$ cat src/rtl/rv_channel_monitor_pkg.sv
`default_nettype none
// ============================================================================
//  Module      : rv_channel_monitor_pkg
//  Description : Shared types for the ready/valid channel monitor.
//  Revision    : 1.0 - initial release
// ============================================================================
package rv_channel_monitor_pkg;

    // Per-channel checker state: IDLE (no stall pending) or HOLD (stalled
    // transfer whose payload has been captured).
    typedef enum logic {
        MON_IDLE = 1'b0,
        MON_HOLD = 1'b1
    } mon_state_e;

    // Encoding of first_err_kind
    localparam logic MON_ERR_STABLE = 1'b0;
    localparam logic MON_ERR_DROP   = 1'b1;

endpackage
`default_nettype wire

$ cat src/rtl/rv_hold_checker.sv
`default_nettype none
// ============================================================================
//  Module      : rv_hold_checker
//  Description : Single-channel ready/valid checker. Captures the payload on
//                the first stall cycle, flags payload changes and valid
//                retraction while stalled, and counts transfers.
//  Revision    : 1.0 - initial release
// ============================================================================
module rv_hold_checker
    import rv_channel_monitor_pkg::*;
#(
    parameter int DATA_W = 64,
    parameter int CNT_W  = 16
) (
    input  logic              clk,
    input  logic              reset,
    input  logic              enable,
    input  logic              valid,
    input  logic              ready,
    input  logic [DATA_W-1:0] data,
    output logic              fire,
    output logic              stable_err_set,
    output logic              drop_err_set,
    output logic [CNT_W-1:0]  fire_cnt
);

    mon_state_e        r_state;
    mon_state_e        w_state_nxt;
    logic [DATA_W-1:0] r_hold;
    logic              w_capture;
    logic [CNT_W-1:0]  r_fire_cnt;

    // A transfer only counts while the monitor is active
    assign fire     = enable & valid & ready;
    assign fire_cnt = r_fire_cnt;

    // State register and payload capture
    always_ff @(posedge clk or posedge reset) begin
        if (reset) begin
            r_state <= MON_IDLE;
            r_hold  <= '0;
        end else begin
            r_state <= w_state_nxt;
            if (w_capture) begin
                r_hold <= data;
            end
        end
    end

    // Next-state and error-set decode; disable forces a return to IDLE
    always_comb begin
        w_state_nxt    = r_state;
        w_capture      = 1'b0;
        stable_err_set = 1'b0;
        drop_err_set   = 1'b0;
        if (!enable) begin
            w_state_nxt = MON_IDLE;
        end else begin
            case (r_state)
                MON_IDLE: begin
                    if (valid && !ready) begin
                        w_capture   = 1'b1;
                        w_state_nxt = MON_HOLD;
                    end
                end
                MON_HOLD: begin
                    if (!valid) begin
                        drop_err_set = 1'b1;
                        w_state_nxt  = MON_IDLE;
                    end else begin
                        // Payload check covers both further stall cycles and the fire cycle
                        if (data != r_hold) begin
                            stable_err_set = 1'b1;
                        end
                        if (ready) begin
                            w_state_nxt = MON_IDLE;
                        end
                    end
                end
                default: w_state_nxt = MON_IDLE;
            endcase
        end
    end

    // Saturating transfer counter
    always_ff @(posedge clk or posedge reset) begin
        if (reset) begin
            r_fire_cnt <= '0;
        end else if (fire && (r_fire_cnt != {CNT_W{1'b1}})) begin
            r_fire_cnt <= r_fire_cnt + 1'b1;
        end
    end

endmodule
`default_nettype wire

$ cat src/rtl/rv_channel_monitor.sv
`default_nettype none
// ============================================================================
//  Module      : rv_channel_monitor
//  Description : Multi-channel ready/valid protocol monitor with sticky error
//                flags, first-error capture, per-channel fire counters and a
//                global forward-progress watchdog.
//  Revision    : 1.0 - initial release
// ============================================================================
module rv_channel_monitor
    import rv_channel_monitor_pkg::*;
#(
    parameter int NUM_CH      = 4,
    parameter int DATA_W      = 64,
    parameter int STALL_LIMIT = 80,
    parameter int CNT_W       = 16
) (
    input  logic                     clk,
    input  logic                     reset,
    input  logic                     enable,
    input  logic                     clear_errs,
    input  logic [NUM_CH-1:0]        valid,
    input  logic [NUM_CH-1:0]        ready,
    input  logic [NUM_CH*DATA_W-1:0] data,
    input  logic                     progress_in,
    output logic [NUM_CH-1:0]        stable_err,
    output logic [NUM_CH-1:0]        drop_err,
    output logic [NUM_CH*CNT_W-1:0]  fire_cnt,
    output logic [CNT_W-1:0]         stall_cnt,
    output logic                     deadlock,
    output logic                     deadlock_pulse,
    output logic                     first_err_valid,
    output logic [3:0]               first_err_ch,
    output logic                     first_err_kind
);

    localparam logic [CNT_W-1:0] c_limit    = CNT_W'(STALL_LIMIT);
    localparam logic [CNT_W-1:0] c_limit_m1 = CNT_W'(STALL_LIMIT - 1);

    logic [NUM_CH-1:0] w_fire;
    logic [NUM_CH-1:0] w_stable_set;
    logic [NUM_CH-1:0] w_drop_set;
    logic              w_progress;
    logic              w_dl_set;
    logic              w_any_new;
    logic [3:0]        w_cap_ch;
    logic              w_cap_kind;

    logic [NUM_CH-1:0] r_stable_err;
    logic [NUM_CH-1:0] r_drop_err;
    logic [CNT_W-1:0]  r_stall_cnt;
    logic              r_deadlock;
    logic              r_deadlock_pulse;
    logic              r_first_valid;
    logic [3:0]        r_first_ch;
    logic              r_first_kind;

    generate
        for (genvar gi = 0; gi < NUM_CH; gi++) begin : g_ch
            rv_hold_checker #(
                .DATA_W (DATA_W),
                .CNT_W  (CNT_W)
            ) u_chk (
                .clk            (clk),
                .reset          (reset),
                .enable         (enable),
                .valid          (valid[gi]),
                .ready          (ready[gi]),
                .data           (data[gi*DATA_W +: DATA_W]),
                .fire           (w_fire[gi]),
                .stable_err_set (w_stable_set[gi]),
                .drop_err_set   (w_drop_set[gi]),
                .fire_cnt       (fire_cnt[gi*CNT_W +: CNT_W])
            );
        end
    endgenerate

    assign w_progress = progress_in | (|w_fire);
    // Deadlock is declared on the edge that takes the count to the limit
    assign w_dl_set   = enable & ~w_progress & (r_stall_cnt == c_limit_m1);
    assign w_any_new  = (|w_stable_set) | (|w_drop_set);

    // First-error priority: lowest channel wins, stable beats drop within a channel
    always_comb begin
        w_cap_ch   = 4'd0;
        w_cap_kind = MON_ERR_STABLE;
        for (int i = NUM_CH - 1; i >= 0; i--) begin
            if (w_stable_set[i] || w_drop_set[i]) begin
                w_cap_ch   = 4'(i);
                w_cap_kind = w_stable_set[i] ? MON_ERR_STABLE : MON_ERR_DROP;
            end
        end
    end

    // Watchdog counter, saturating at the limit and frozen while disabled
    always_ff @(posedge clk or posedge reset) begin
        if (reset) begin
            r_stall_cnt <= '0;
        end else if (enable) begin
            if (w_progress) begin
                r_stall_cnt <= '0;
            end else if (r_stall_cnt != c_limit) begin
                r_stall_cnt <= r_stall_cnt + 1'b1;
            end
        end
    end

    // Sticky flags; a new error in the same cycle as clear_errs survives the clear
    always_ff @(posedge clk or posedge reset) begin
        if (reset) begin
            r_stable_err     <= '0;
            r_drop_err       <= '0;
            r_deadlock       <= 1'b0;
            r_deadlock_pulse <= 1'b0;
        end else begin
            r_stable_err     <= (clear_errs ? '0 : r_stable_err) | w_stable_set;
            r_drop_err       <= (clear_errs ? '0 : r_drop_err) | w_drop_set;
            r_deadlock       <= w_dl_set | (r_deadlock & ~clear_errs);
            r_deadlock_pulse <= w_dl_set;
        end
    end

    // First-error capture, frozen once taken until cleared
    always_ff @(posedge clk or posedge reset) begin
        if (reset) begin
            r_first_valid <= 1'b0;
            r_first_ch    <= 4'd0;
            r_first_kind  <= 1'b0;
        end else if ((clear_errs || !r_first_valid) && w_any_new) begin
            r_first_valid <= 1'b1;
            r_first_ch    <= w_cap_ch;
            r_first_kind  <= w_cap_kind;
        end else if (clear_errs) begin
            r_first_valid <= 1'b0;
            r_first_ch    <= 4'd0;
            r_first_kind  <= 1'b0;
        end
    end

    assign stable_err      = r_stable_err;
    assign drop_err        = r_drop_err;
    assign stall_cnt       = r_stall_cnt;
    assign deadlock        = r_deadlock;
    assign deadlock_pulse  = r_deadlock_pulse;
    assign first_err_valid = r_first_valid;
    assign first_err_ch    = r_first_ch;
    assign first_err_kind  = r_first_kind;

endmodule
`default_nettype wire
$ cat config.mk
export PLATFORM = sky130hd
export DESIGN_NAME = rv_channel_monitor
export DESIGN_NICKNAME = d
export VERILOG_FILES = /design/src/rtl/rv_channel_monitor_pkg.sv /design/src/rtl/rv_hold_checker.sv /design/src/rtl/rv_channel_monitor.sv
export SDC_FILE = /design/constraint.sdc
export NUM_CORES = 1
export LEC_CHECK = 0
export ABC_CLOCK_PERIOD_IN_PS = 30200
export BUFFER_PORTS_ARGS = -buffer_cell sky130_fd_sc_hd__buf_4
export CAP_MARGIN = 20
export CELL_PAD_IN_SITES_DETAIL_PLACEMENT = 1
export CELL_PAD_IN_SITES_GLOBAL_PLACEMENT = 2
export CORE_MARGIN = 4
export CORE_UTILIZATION = 39
export DETAILED_ROUTE_END_ITERATION = 10
export PLACE_DENSITY_LB_ADDON = 0.1
export SYNTH_ARGS = -nofsm -noshare
export SYNTH_HDL_FRONTEND = slang
export SYNTH_SLANG_ARGS = --single-unit
export TNS_END_PERCENT = 1
$ cat constraint.sdc
create_clock -name clk -period 30.2 [get_ports clk]
set_input_delay 3.02 -clock clk [delete_from_list [all_inputs] [get_ports clk]]
set_output_delay 3.02 -clock clk [all_outputs]
set_load 0.03 [all_outputs]
* After elaboration in Yosys (flattened, before gate mapping) *
Cells that the tools add are included.

storage, ports and cells
  memory bits (writable) = 0
  output and inout bits = 96
  memory bits (read-only) = 0
  memories = 0
  bits in registers = 356
  logic and storage cells = 159
  bits in latches = 0

cells by class
  multiplexer cells = 77
  eq/ne operators = 10
  div/mod/pow operators = 0
  shift-type cells = 0
  reduce and logical (&&, ||, !) cells = 25
  order comparisons = 0
  bitwise logic cells = 22
  multipliers = 0
  $add $sub $neg = 5

operator list
  kind                                                                      number
  64-bit inequality test                                                    4
  16-bit by 1-bit adder with 16-bit output, second input constant           5
  16-bit inequality test, second input constant                             4
  1-bit two-way mux                                                         63
  16-bit two-way mux                                                        2
  4-bit two-way mux                                                         7
  16-bit by 7-bit equality test with 1-bit output, second input constant    1
  16-bit by 7-bit inequality test with 1-bit output, second input constant  1
  4-bit OR reduction                                                        3
  1-bit bitwise AND                                                         11
  1-bit logical AND                                                         9
  4-bit OR                                                                  2
  1-bit case mux with 2 select lines                                        4
  1-bit inverter                                                            6
  1-bit zero test                                                           5
  1-bit logical OR                                                          5
  2-bit nonzero test                                                        2
  1-bit OR                                                                  3
  2-bit two-way mux                                                         1
  2-bit AND reduction                                                       1

* Longest topological paths before layout *
Gate-level depths: netlist of run 1.

  word-level depth = 11
  depth in mapped cells = 9
  mapped depth without buffers = 9

* Modules after synthesis *
From an unflattened synthesis of run 1, not the netlist that was laid out.

second synthesis, totals
  cell total of the unflattened synthesis = 1,336
  area total of the unflattened synthesis = 17,067.6 um^2

by module, submodules not included
  module              cells an instance  times used  area each (um^2)
  rv_hold_checker     295                4           3,886.2
  rv_channel_monitor  156                1           1,522.7

* Worst setup path after synthesis of run 1 *
OpenSTA, ideal clock, no wires.

  path type = input to register
  start = input data[159]
  end = register r_first_valid (netlist: first_err_valid)
  setup time = 0.139 ns
  data arrival time = 4.441 ns
  slack = 25.621 ns
  data required time = 30.061 ns
  stages = 6
  path buffers = 0
  cells stage by stage = xnor2_1 nand4_1 nor4_2 nand4_1 a221o_1 or4_1

on the way
  word-level cells in the longest chain between the ends = 9
  elaborated cells on any way between the ends = 10
  those cells by class = 1 x eq/ne; 5 x mux; 1 x bitwise; 3 x reduce/logical

ends and longest elaborated chain
  element                                                         RTL line                   source
  from (decl)                                                     rv_channel_monitor.sv:23   input logic [NUM_CH*DATA_W-1:0] data,
  64-bit inequality test (*)                                      rv_hold_checker.sv:72      if (data != r_hold) begin
  1-bit two-way mux (*)                                           rv_hold_checker.sv:72
  1-bit two-way mux (*)                                           rv_hold_checker.sv:67      if (!valid) begin
  1-bit two-way mux (*)                                           rv_hold_checker.sv:59      case (r_state)
  1-bit two-way mux (*)                                           rv_hold_checker.sv:56      if (!enable) begin
  4-bit OR reduction (*)                                          rv_channel_monitor.sv:80   assign w_any_new = (|w_stable_set) | (|w_drop_set);
  1-bit OR (*)                                                    rv_channel_monitor.sv:80
  1-bit logical AND (*)                                           rv_channel_monitor.sv:128  end else if ((clear_errs || !r_first_valid) && w_any_new) begin
  1-bit two-way mux / 2-bit nonzero test (equally long branches)  --
  to (signal assigned)                                            rv_channel_monitor.sv:125  r_first_valid <= 1'b0;
  to (signal assigned)                                            rv_channel_monitor.sv:129  r_first_valid <= 1'b1;
  to (signal assigned)                                            rv_channel_monitor.sv:133  r_first_valid <= 1'b0;
  to (decl)                                                       rv_channel_monitor.sv:53   logic r_first_valid;

Mark *: on every way between the ends. The rest lies on a longest branch, timed or not.
A chain may end at the register's enable or synchronous reset.

* Worst setup path after layout of run 1 *
  start = input data[220]
  end = register r_first_valid (netlist: first_err_valid)

The elaborated chain is that of the path after synthesis.

==> run metrics, run 1 <==
FMAX 206 MHz; met3 usage 5.88%; Via-to-Cell Ratio 5.06; CTS root buf clkbuf_16; area grow syn2layout 28.3%; Worst Path Arrival 5270 ps; power share of the clock group 36.0%; Synth cell types 54; Top Usage Layer GRT met2; DRC 0; Cell Rows 75; Hold Vio Cnt, Final 0; Slew Limit Fails 0; Synth Register Bits 354; number of synthesized flops with an enable pin 0; most common cell after layout, fill and taps aside buf_4; CP Max Fanout 4; crit end category flip-flop; GP Congestion 0.767; starting density of the core 39.7%; Worst Reg2Reg Path Length in Cells 6; Die Y 215 um; # resized after CTS 0; worst r2r src g_ch[3].u_chk.r_hold[28]$_DFFE_PP0P_; Buffers on Ports 362; critical path class in -> reg; sequential power share 43.6%; Post-Route WL 45.2 mm; Synth Instances 1300; Die Wd 215 um; Worst EP required 30610 ps; post-route ant nets 0; slew of the pin with the lowest slew margin 988 ps; Clock Sinks 354; share of cells above drive strength 1 41.4%; htree depth 2; filler instances 4394; met2 usage 32.9%; crit path launch data[220]; setup TNS 0 ps; P per Cell Area 66.9 nW/um^2; Synth Flop Type dfrtp_1; TritonCTS Buffers 42; P_int 0.00105 W; global-route wire length before repair 71.3 mm; largest net degree at the start of global routing 174; DR vias 11400; Core ar. 42200 sq um; Mean Syn Cell Area 12.9 sq um; Synth Cell Area 16800 sq um; GR Util met1 23.7%; final hold slack 477 ps; die area 46400 sq um; Yosys warnings 0; reg2reg end first_err_valid$_DFFE_PP0P_; design area 21500 sq um; DR WL/cell 20.0 um; leakage power 9.25 nW; Sw Pwr 0.000394 W; Final min period 4860 ps; Slew headroom 34.1%; worst-skew pair later-pin latency 550 ps; I/O pin count 365; CTS Buffer Depth 3; post-CTS setup repair buffer count 0; net switching share of the total power 27.3%; Hold Crit Class reg -> reg; asr flop ratio synth 100%; RSZ-0062 raised after global routing false; VDD IR max 50.3 uV; most frequent cells in the layout buf_4 (367), dfrtp_1 (354), xnor2_1 (297); vias in the first global route 12600; initial antenna violation count 3; Initial DRC Count 483; GR Overflow Total 0; # placed instances 2178; drt pass-1 iters 4; CTS tree built; nets@finish 1958; hold_sp deadlock$_DFF_PP0_; status finished, final reports clean; Setup violations, final 0; Logic pwr share 20.3%; sequential area share after synthesis 52.8%; critical path endpoint first_err_valid$_DFFE_PP0P_; Tcrit/Tclk final 16.1%; Worst setup SP type input pin; post-route non-filler standard cell count 2254; clock slew at the register clock pins of the worst setup and hold paths 60 ps; Hold Buf Count CTS 0; register-to-register setup slack 27510 ps; dpl hpwl 33.2 mm; max-cap violation count 0; gr usage total 19.3%; placed cell area 20100 sq um; Clock Skews 12.7 ps
[stage by stage]
stage               utilization [%]  total power [W]  setup slack (ps)
floorplan                         -         0.000827             17360
global route                   51.0          0.00152             25190
finish                         51.0          0.00144             25340
CTS                            51.0          0.00147             25370
global placement               47.6         0.000921             24820
detailed placement             47.6         0.000934             24770
[registers in the layout, summed over array words and instances, names as in the netlist, 2 cells and up]
register             cells
g_ch.u_chk.fire_cnt     64
stable_err               4
drop_err                 4
g_ch.u_chk.r_hold      256
first_err_ch             2
stall_cnt               16
g_ch.u_chk.r_state       4
[worst max-delay path: stages]
cell,delay (ps)
buf_4,120
xnor2_1,130
nand4_1,140
nor4_1,600
nand4_1,340
a221o_1,430
or4_1,480
[synth_stat cells (2+ instances only)]
library cell | number | share of area (%)
a211oi_1 | 2 | 0.089
a21o_1 | 2 | 0.089
a21oi_1 | 2 | 0.060
a22o_1 | 2 | 0.10
a22oi_1 | 2 | 0.089
a32o_1 | 3 | 0.18
and2_1 | 3 | 0.11
and3_1 | 17 | 0.63
and4_1 | 6 | 0.31
buf_2 | 26 | 0.78
buf_4 | 2 | 0.089
dfrtp_1 | 354 | 53
ha_1 | 6 | 0.45
inv_1 | 19 | 0.43
mux2_2 | 260 | 17
nand2_1 | 42 | 0.94
nand3_1 | 23 | 0.69
nand4_1 | 86 | 3.2
nor2_1 | 42 | 0.94
nor2b_1 | 4 | 0.15
nor3_1 | 8 | 0.24
nor3_2 | 4 | 0.24
nor4_1 | 19 | 0.71
nor4_2 | 2 | 0.15
o21ai_0 | 7 | 0.21
o21ba_2 | 2 | 0.12
xnor2_1 | 297 | 16
xor2_1 | 32 | 1.7
[layer usage]
layer	vias up	share of wire, %
li1	5316	-
met1	5771	41
met2	248	49
met3	71	7.0
met4	4	2.5
met5	-	0.055
[how the worst min path moves through the flow]
stage | endpoint | slack (ps) | cells past startpoint
after global placement | deadlock$_DFF_PP0_ | 470 | 1
after detailed placement | deadlock$_DFF_PP0_ | 470 | 1
after floorplan | g_ch[0].u_chk.r_hold[0]$_DFFE_PP0P_ | 500 | 1
final | deadlock$_DFF_PP0_ | 480 | 1
after global routing | deadlock$_DFF_PP0_ | 490 | 1
after CTS | deadlock$_DFF_PP0_ | 480 | 1
[layout make-up]
type | instances | area, sq um | area share (%)
diodes | 2 | 5.00 | 0.0232
clock buffers | 66 | 1290 | 6.01
repair buffers | 368 | 2780 | 12.9
flip-flops and latches | 354 | 8860 | 41.1
inverters | 19 | 78.8 | 0.366
well taps | 539 | 674 | 3.13
multi-input cells | 898 | 7720 | 35.9
clock inverters | 8 | 121 | 0.564
[cell families (layout without fill, tap and decap cells)]
logic type                 after synthesis  after routing  share of synthesized area, %
muxes                                  260            260                          17.5
xor gates and xnor gates               329            329                          17.2
and+or+nand+nor                        267            267                          8.94
adders and majority gates                6              6                         0.447
AOI/OAI and AO/OA                       34             34                          1.83
other                                    1              4                        0.0224
DFF                                    354            354                          52.8
buffers and inverters                   49            461                          1.33
[power by group through the flow]
| stage | registers (W) | clock network [W] | logic, W |
|---|---|---|---|
| after global placement | 0.000631 | 0 | 0.000289 |
| after floorplan | 0.000648 | 0 | 0.000179 |
| after global routing | 0.000642 | 0.000558 | 0.000322 |
| final | 0.000629 | 0.000519 | 0.000293 |
| after detailed placement | 0.000638 | 0 | 0.000297 |
| after CTS | 0.000630 | 0.000538 | 0.000300 |
(Power assumes the default switching activity.)
==> run 2, diff against run 1 <==
- ABC_CLOCK_PERIOD_IN_PS: 30200 -> 3900
- CORE_UTILIZATION: 39 -> 33
- clock period: 30.2 -> 3.9 ns (I/O delays scaled with it)
==> run 2 against run 1 <==
Against the previous run: die area increased by 17%; largest cell class unchanged; highest routed layer unchanged; worst setup slack worse by 24000 ps; critical path type is now reg -> reg; clock skew is 5.4 ps higher; register-to-register slack got worse by 26000 ps; count of clock-buffer cells in the layout increased by 5; worst hold slack got worse by 420 ps.
==> run metrics, run 2 (synthesis results as in run 1) <==
Clock Sinks 354; GP Congestion 0.752; Setup violations, final 0; Sw Pwr 0.00304 W; status finished, final reports clean; clock slew at the register clock pins of the worst setup and hold paths 60 ps; Die Wd 233 um; largest net degree at the start of global routing 116; FMAX 357 MHz; Worst Path Arrival 3230 ps; P_int 0.00803 W; slew of the pin with the lowest slew margin 888 ps; Final WS setup 1100 ps; crit end category flip-flop; post-route ant nets 0; flip-flop count of the largest register after layout 256; sequential power share 43.9%; Final min period 2800 ps; net switching share of the total power 27.4%; TritonCTS Buffers 44; final core occ 43.3%; DRC 0; global-route wire length before repair 69.0 mm; critical path class reg -> reg; gr usage total 16.2%; DR vias 11300; dpl hpwl 33.5 mm; CTS root buf clkbuf_16; I/O pin count 365; initial antenna violation count 5; Cell Rows 82; CTS tree built; share of cells above drive strength 1 41.4%; # resized after CTS 0; Die Y 233 um; max-cap violation count 0; Slew headroom 40.8%; critical path endpoint first_err_valid$_DFFE_PP0P_; register-to-register setup slack 1100 ps; most frequent cells in the layout buf_4 (368), dfrtp_1 (354), xnor2_1 (297); drt pass-1 iters 4; P per Cell Area 509 nW/um^2; CP Max Fanout 4; area grow syn2layout 29.6%; filler instances 5284; CTS Buffer Depth 3; DR WL/cell 18.9 um; most common cell after layout, fill and taps aside buf_4; RSZ-0062 raised after global routing false; Hold Crit Class in -> reg; hold_sp ready[1]; leakage power 9.27 nW; Worst setup SP type flip-flop; Worst EP required 4330 ps; die area 54500 sq um; starting density of the core 33.4%; worst r2r src g_ch[3].u_chk.r_hold[57]$_DFFE_PP0P_; htree depth 2; Hold Vio Cnt, Final 0; Clock Skews 18.1 ps; power share of the clock group 35.7%; reg2reg end first_err_valid$_DFFE_PP0P_; Initial DRC Count 344; worst-skew pair later-pin latency 560 ps; Via-to-Cell Ratio 4.72; Post-Route WL 45.2 mm; Tcrit/Tclk final 71.9%; vias in the first global route 12000; Worst Reg2Reg Path Length in Cells 6; VDD IR max 362 uV; Place WS 965 ps; nets@finish 1966; crit path launch g_ch[3].u_chk.r_hold[57]$_DFFE_PP0P_; Core ar. 50200 sq um; Slew Limit Fails 0; Buffers on Ports 362; register with the most flip-flops g_ch.u_chk.r_hold; Logic pwr share 20.5%; GR Overflow Total 0
-- run 2: cell count changes in the layout (fill, tap and decap cells not counted), sizes merged --
cell         change
buf              +3
bufinv           -2
clkbuf           +5
clkinv           +1
clkinvlp         +1
dlygate4sd3      +3
inv              -2
-- run 2: how the worst min path moves through the flow --
stage	endpoint	slack, ps	cells after the start
floorplan	g_ch[0].u_chk.r_state$_DFF_PP0_	460	1
global placement	g_ch[3].u_chk.fire_cnt[9]$_DFFE_PP0P_	350	2
detailed placement	g_ch[3].u_chk.fire_cnt[9]$_DFFE_PP0P_	350	2
CTS	drop_err[0]$_DFF_PP0_	6	2
global route	drop_err[0]$_DFF_PP0_	20	2
finish	g_ch[1].u_chk.r_state$_DFF_PP0_	50	2
-- run 2: area by class of cell --
class	instances	area (sq um)	share of cell area (%)
clock inverter	6	55.1	0.253
timing repair buffer	374	2850	13.1
tap	672	841	3.87
sequential	354	8860	40.7
multi-input combinational	898	7720	35.5
clock buffer	71	1330	6.13
antenna	2	5.00	0.0230
inverter	19	75.1	0.345
-- run 2: layer usage --
layer / track usage, % / wire length [um] / up-vias / part of all wire (%)
li1: - / - / 5343 / -
met1: 20.5 / 19200 / 5691 / 42
met2: 26.7 / 21700 / 216 / 48
met3: 5.60 / 3440 / 63 / 7.6
met4: 4.05 / 857 / 6 / 1.9
met5: 0 / 38 / - / 0.084
-- run 2: metrics by stage --
step / hold WS, ps / power, W / setup TNS, ps / cell area (sq um) / cells
floorplan: 456 / 0.00641 / -436260 / 16800 / 1301
global placement: 352 / 0.00714 / 0 / 20300 / 2314
detailed placement: 350 / 0.00722 / 0 / 20300 / 2314
CTS: 5.61 / 0.0113 / 0 / 21700 / 2394
global route: 23.3 / 0.0117 / 0 / 21700 / 2394
finish: 54.7 / 0.0111 / 0 / 21700 / 2396
-- run 2: power groups by stage --
| stage | Sequential [W] | Clock (W) | Combinational, W |
|---|---|---|---|
| final | 0.00485 | 0.00395 | 0.00226 |
| after global routing | 0.00495 | 0.00428 | 0.00249 |
| after CTS | 0.00486 | 0.00413 | 0.00231 |
| after detailed placement | 0.00492 | 0 | 0.00230 |
| after global placement | 0.00489 | 0 | 0.00226 |
| after floorplan | 0.00502 | 0 | 0.00138 |
-- run 2: timing repair --
item / CTS / global route
setup endpoints to repair: 0 / 0
hold buffers: 3 / 0
hold endpoints to repair: 5 / 0
buffers inserted: 0 / 0
-- run 2: worst max-delay path, stage by stage (launching register included) --
cell	delay, ps
dfrtp_1	380
xnor2_1	180
nand4_1	160
nor4_1	700
nand4_1	370
a221o_1	430
or4_1	470
==> run 3, diff against run 2 <==
- ABC_CLOCK_PERIOD_IN_PS: 3900 -> 2510
- clock period: 3.9 -> 2.51 ns (I/O delays scaled with it)
==> run 3 against run 2 <==
Against the previous run: cell count rose by 12%; combinational power rose by 78%; worst setup slack got worse by 1000 ps; via count rose by 9.8%; utilization rose by 6.2 points; sequential cell count did not move; first-iteration DRC count rose by 17%; critical path depth rose by 3; sequential power rose by 56%; sequential share of layout area fell by 5.1 points; critical endpoint is now first_err_kind$_DFFE_PP0P_; largest power group unchanged; highest routed layer unchanged.
==> run metrics, run 3 (synthesis results as in run 1) <==
status finished, final reports clean; area grow syn2layout 48.2%; flip-flop count of the largest register after layout 256; largest stage delay on the critical path 420 ps; gr usage total 17.9%; worst r2r src g_ch[0].u_chk.r_hold[48]$_DFFE_PP0P_; CTS tree built; critical path class reg -> reg; htree depth 2; Slew Limit Fails 0; share of cells above drive strength 1 37.5%; max-cap violation count 0; nets@finish 2255; post-route ant nets 0; largest net degree at the start of global routing 103; starting density of the core 33.4%; TritonCTS Buffers 44; drt pass-1 iters 4; Worst Reg2Reg Path Length in Cells 9; Initial DRC Count 403; crit path launch g_ch[0].u_chk.r_hold[48]$_DFFE_PP0P_; Core ar. 50200 sq um; post-route non-filler standard cell count 2686; Die Y 233 um; GP Congestion 0.753; Cell Rows 82; Slew headroom 58.8%; Die Wd 233 um; crit end category flip-flop; CTS root buf clkbuf_16; filler instances 5142; Place WS -159 ps; Final WS setup 62.7 ps; Final min period 2450 ps; Worst Path Arrival 2870 ps; leakage power 10.6 nW; DR vias 12400; met2 usage 31.2%; most common cell after layout, fill and taps aside buf_4; critical path endpoint first_err_kind$_DFFE_PP0P_; reg2reg end first_err_kind$_DFFE_PP0P_; CP Cell Sequence xnor2_2, nand4_1, nor4_4, buf_4, nand4_1, buf_4, o21ba_4, a311o_1, a32o_1; met3 usage 4.87%; clock slew at the register clock pins of the worst setup and hold paths 60 ps; VDD IR max 521 uV; Worst setup SP type flip-flop; worst-skew pair later-pin latency 550 ps; GR Util met1 21.8%; CP delay by family, top compound AO/OA/AOI/OAI gates; CTS Buffer Depth 3; Top Usage Layer GRT met2; Buffers & Inverters on Critical Path 2; register with the most flip-flops g_ch.u_chk.r_hold; Hold Vio Cnt, Final 0; FMAX 409 MHz; Via-to-Cell Ratio 4.63; I/O pin count 365; Post-Route WL 49.2 mm; global-route wire length before repair 77.4 mm; GR Overflow Total 0; die area 54500 sq um; Clock Sinks 354; register-to-register setup slack 60 ps; Tcrit/Tclk final 97.5%; Worst path depth 9; slew of the pin with the lowest slew margin 616 ps; Worst EP required 2940 ps; setup TNS 0 ps; CP Max Fanout 4; most frequent cells in the layout buf_4 (384), dfrtp_1 (354), xnor2_1 (293); P per Cell Area 714 nW/um^2; dpl hpwl 34.9 mm; final hold slack 54.1 ps; vias in the first global route 14100; DRC 0; total power 0.0177 W; RSZ-0062 raised after global routing true; Buffers on Ports 362; Slowest cell on crit path dfrtp_1; Setup violations, final 0; DR WL/cell 18.3 um; Hold Crit Class in -> reg; # placed instances 2341; Clock Skews 17.6 ps; initial antenna violation count 8
-- run 3: changes by cell type in the layout (fill, tap and decap cells not counted), moves of 2 or more --
cell           change
buf_12            +12
buf_4             +16
clkbuf_1           -2
clkbuf_8           +2
clkinv_2           -4
diode_2            +4
dlygate4sd3_1    +261
nor4_1             -8
nor4_2             +5
nor4_4             +3
xnor2_1            -4
xnor2_2            +4
-- run 3: timing repair --
| action | in CTS | in global routing |
|---|---|---|
| endpoints found under the hold margin | 327 | 0 |
| pin swaps | 0 | 20 |
| resized for setup | 4 | 13 |
| hold buffers | 264 | 0 |
| gates cloned | 0 | 0 |
| endpoints found under the setup margin | 4 | 4 |
| setup buffers | 0 | 1 |
-- run 3: power by group --
group	switching, W	internal [W]
clock network	0.00242	0.00376
registers	0.000812	0.00674
logic	0.00166	0.00235
total	0.00490	0.0129
-- run 3: metrics by stage --
stage	util (%)	cell area, sq um
after floorplan	-	16800
after global placement	41.2	20700
after detailed placement	41.2	20700
after CTS	49.3	24700
after global routing	49.5	24900
final	49.5	24900
-- run 3: worst min-delay path by stage --
stage / start / to / cells after the start
global route: valid[2] / g_ch[2].u_chk.r_state$_DFF_PP0_ / 3
floorplan: ready[0] / g_ch[0].u_chk.r_state$_DFF_PP0_ / 1
global placement: reset / g_ch[3].u_chk.r_hold[54]$_DFFE_PP0P_ / 2
detailed placement: reset / g_ch[3].u_chk.r_hold[54]$_DFFE_PP0P_ / 2
CTS: valid[2] / g_ch[2].u_chk.r_state$_DFF_PP0_ / 3
finish: valid[2] / g_ch[2].u_chk.r_state$_DFF_PP0_ / 3
-- run 3: worst register-to-register path, stage by stage (launching register included) --
cell and delay [ps]:
dfrtp_1 420, xnor2_2 150, nand4_1 190, nor4_4 360, buf_4 160, nand4_1 90, buf_4 190, o21ba_4 230
a311o_1 320, a32o_1 210
-- run 3: layout make-up --
class                           count  area (sq um)  share of cell area, %
Sequential cell                   354          8860                   35.6
Multi-Input combinational cell    898          7840                   31.5
Clock inverter                      3          46.3                  0.186
Clock buffer                       71          1350                   5.45
Tap cell                          672           841                   3.38
Antenna cell                        6          15.0                 0.0604
Inverter                           19          75.1                  0.302
Timing Repair Buffer              663          5830                   23.4
-- run 3: layer usage --
layer	up-vias	wire, um
met2	223	24700
li1	5914	-
met4	6	899
met3	71	2910
met1	6219	20600
met5	-	41
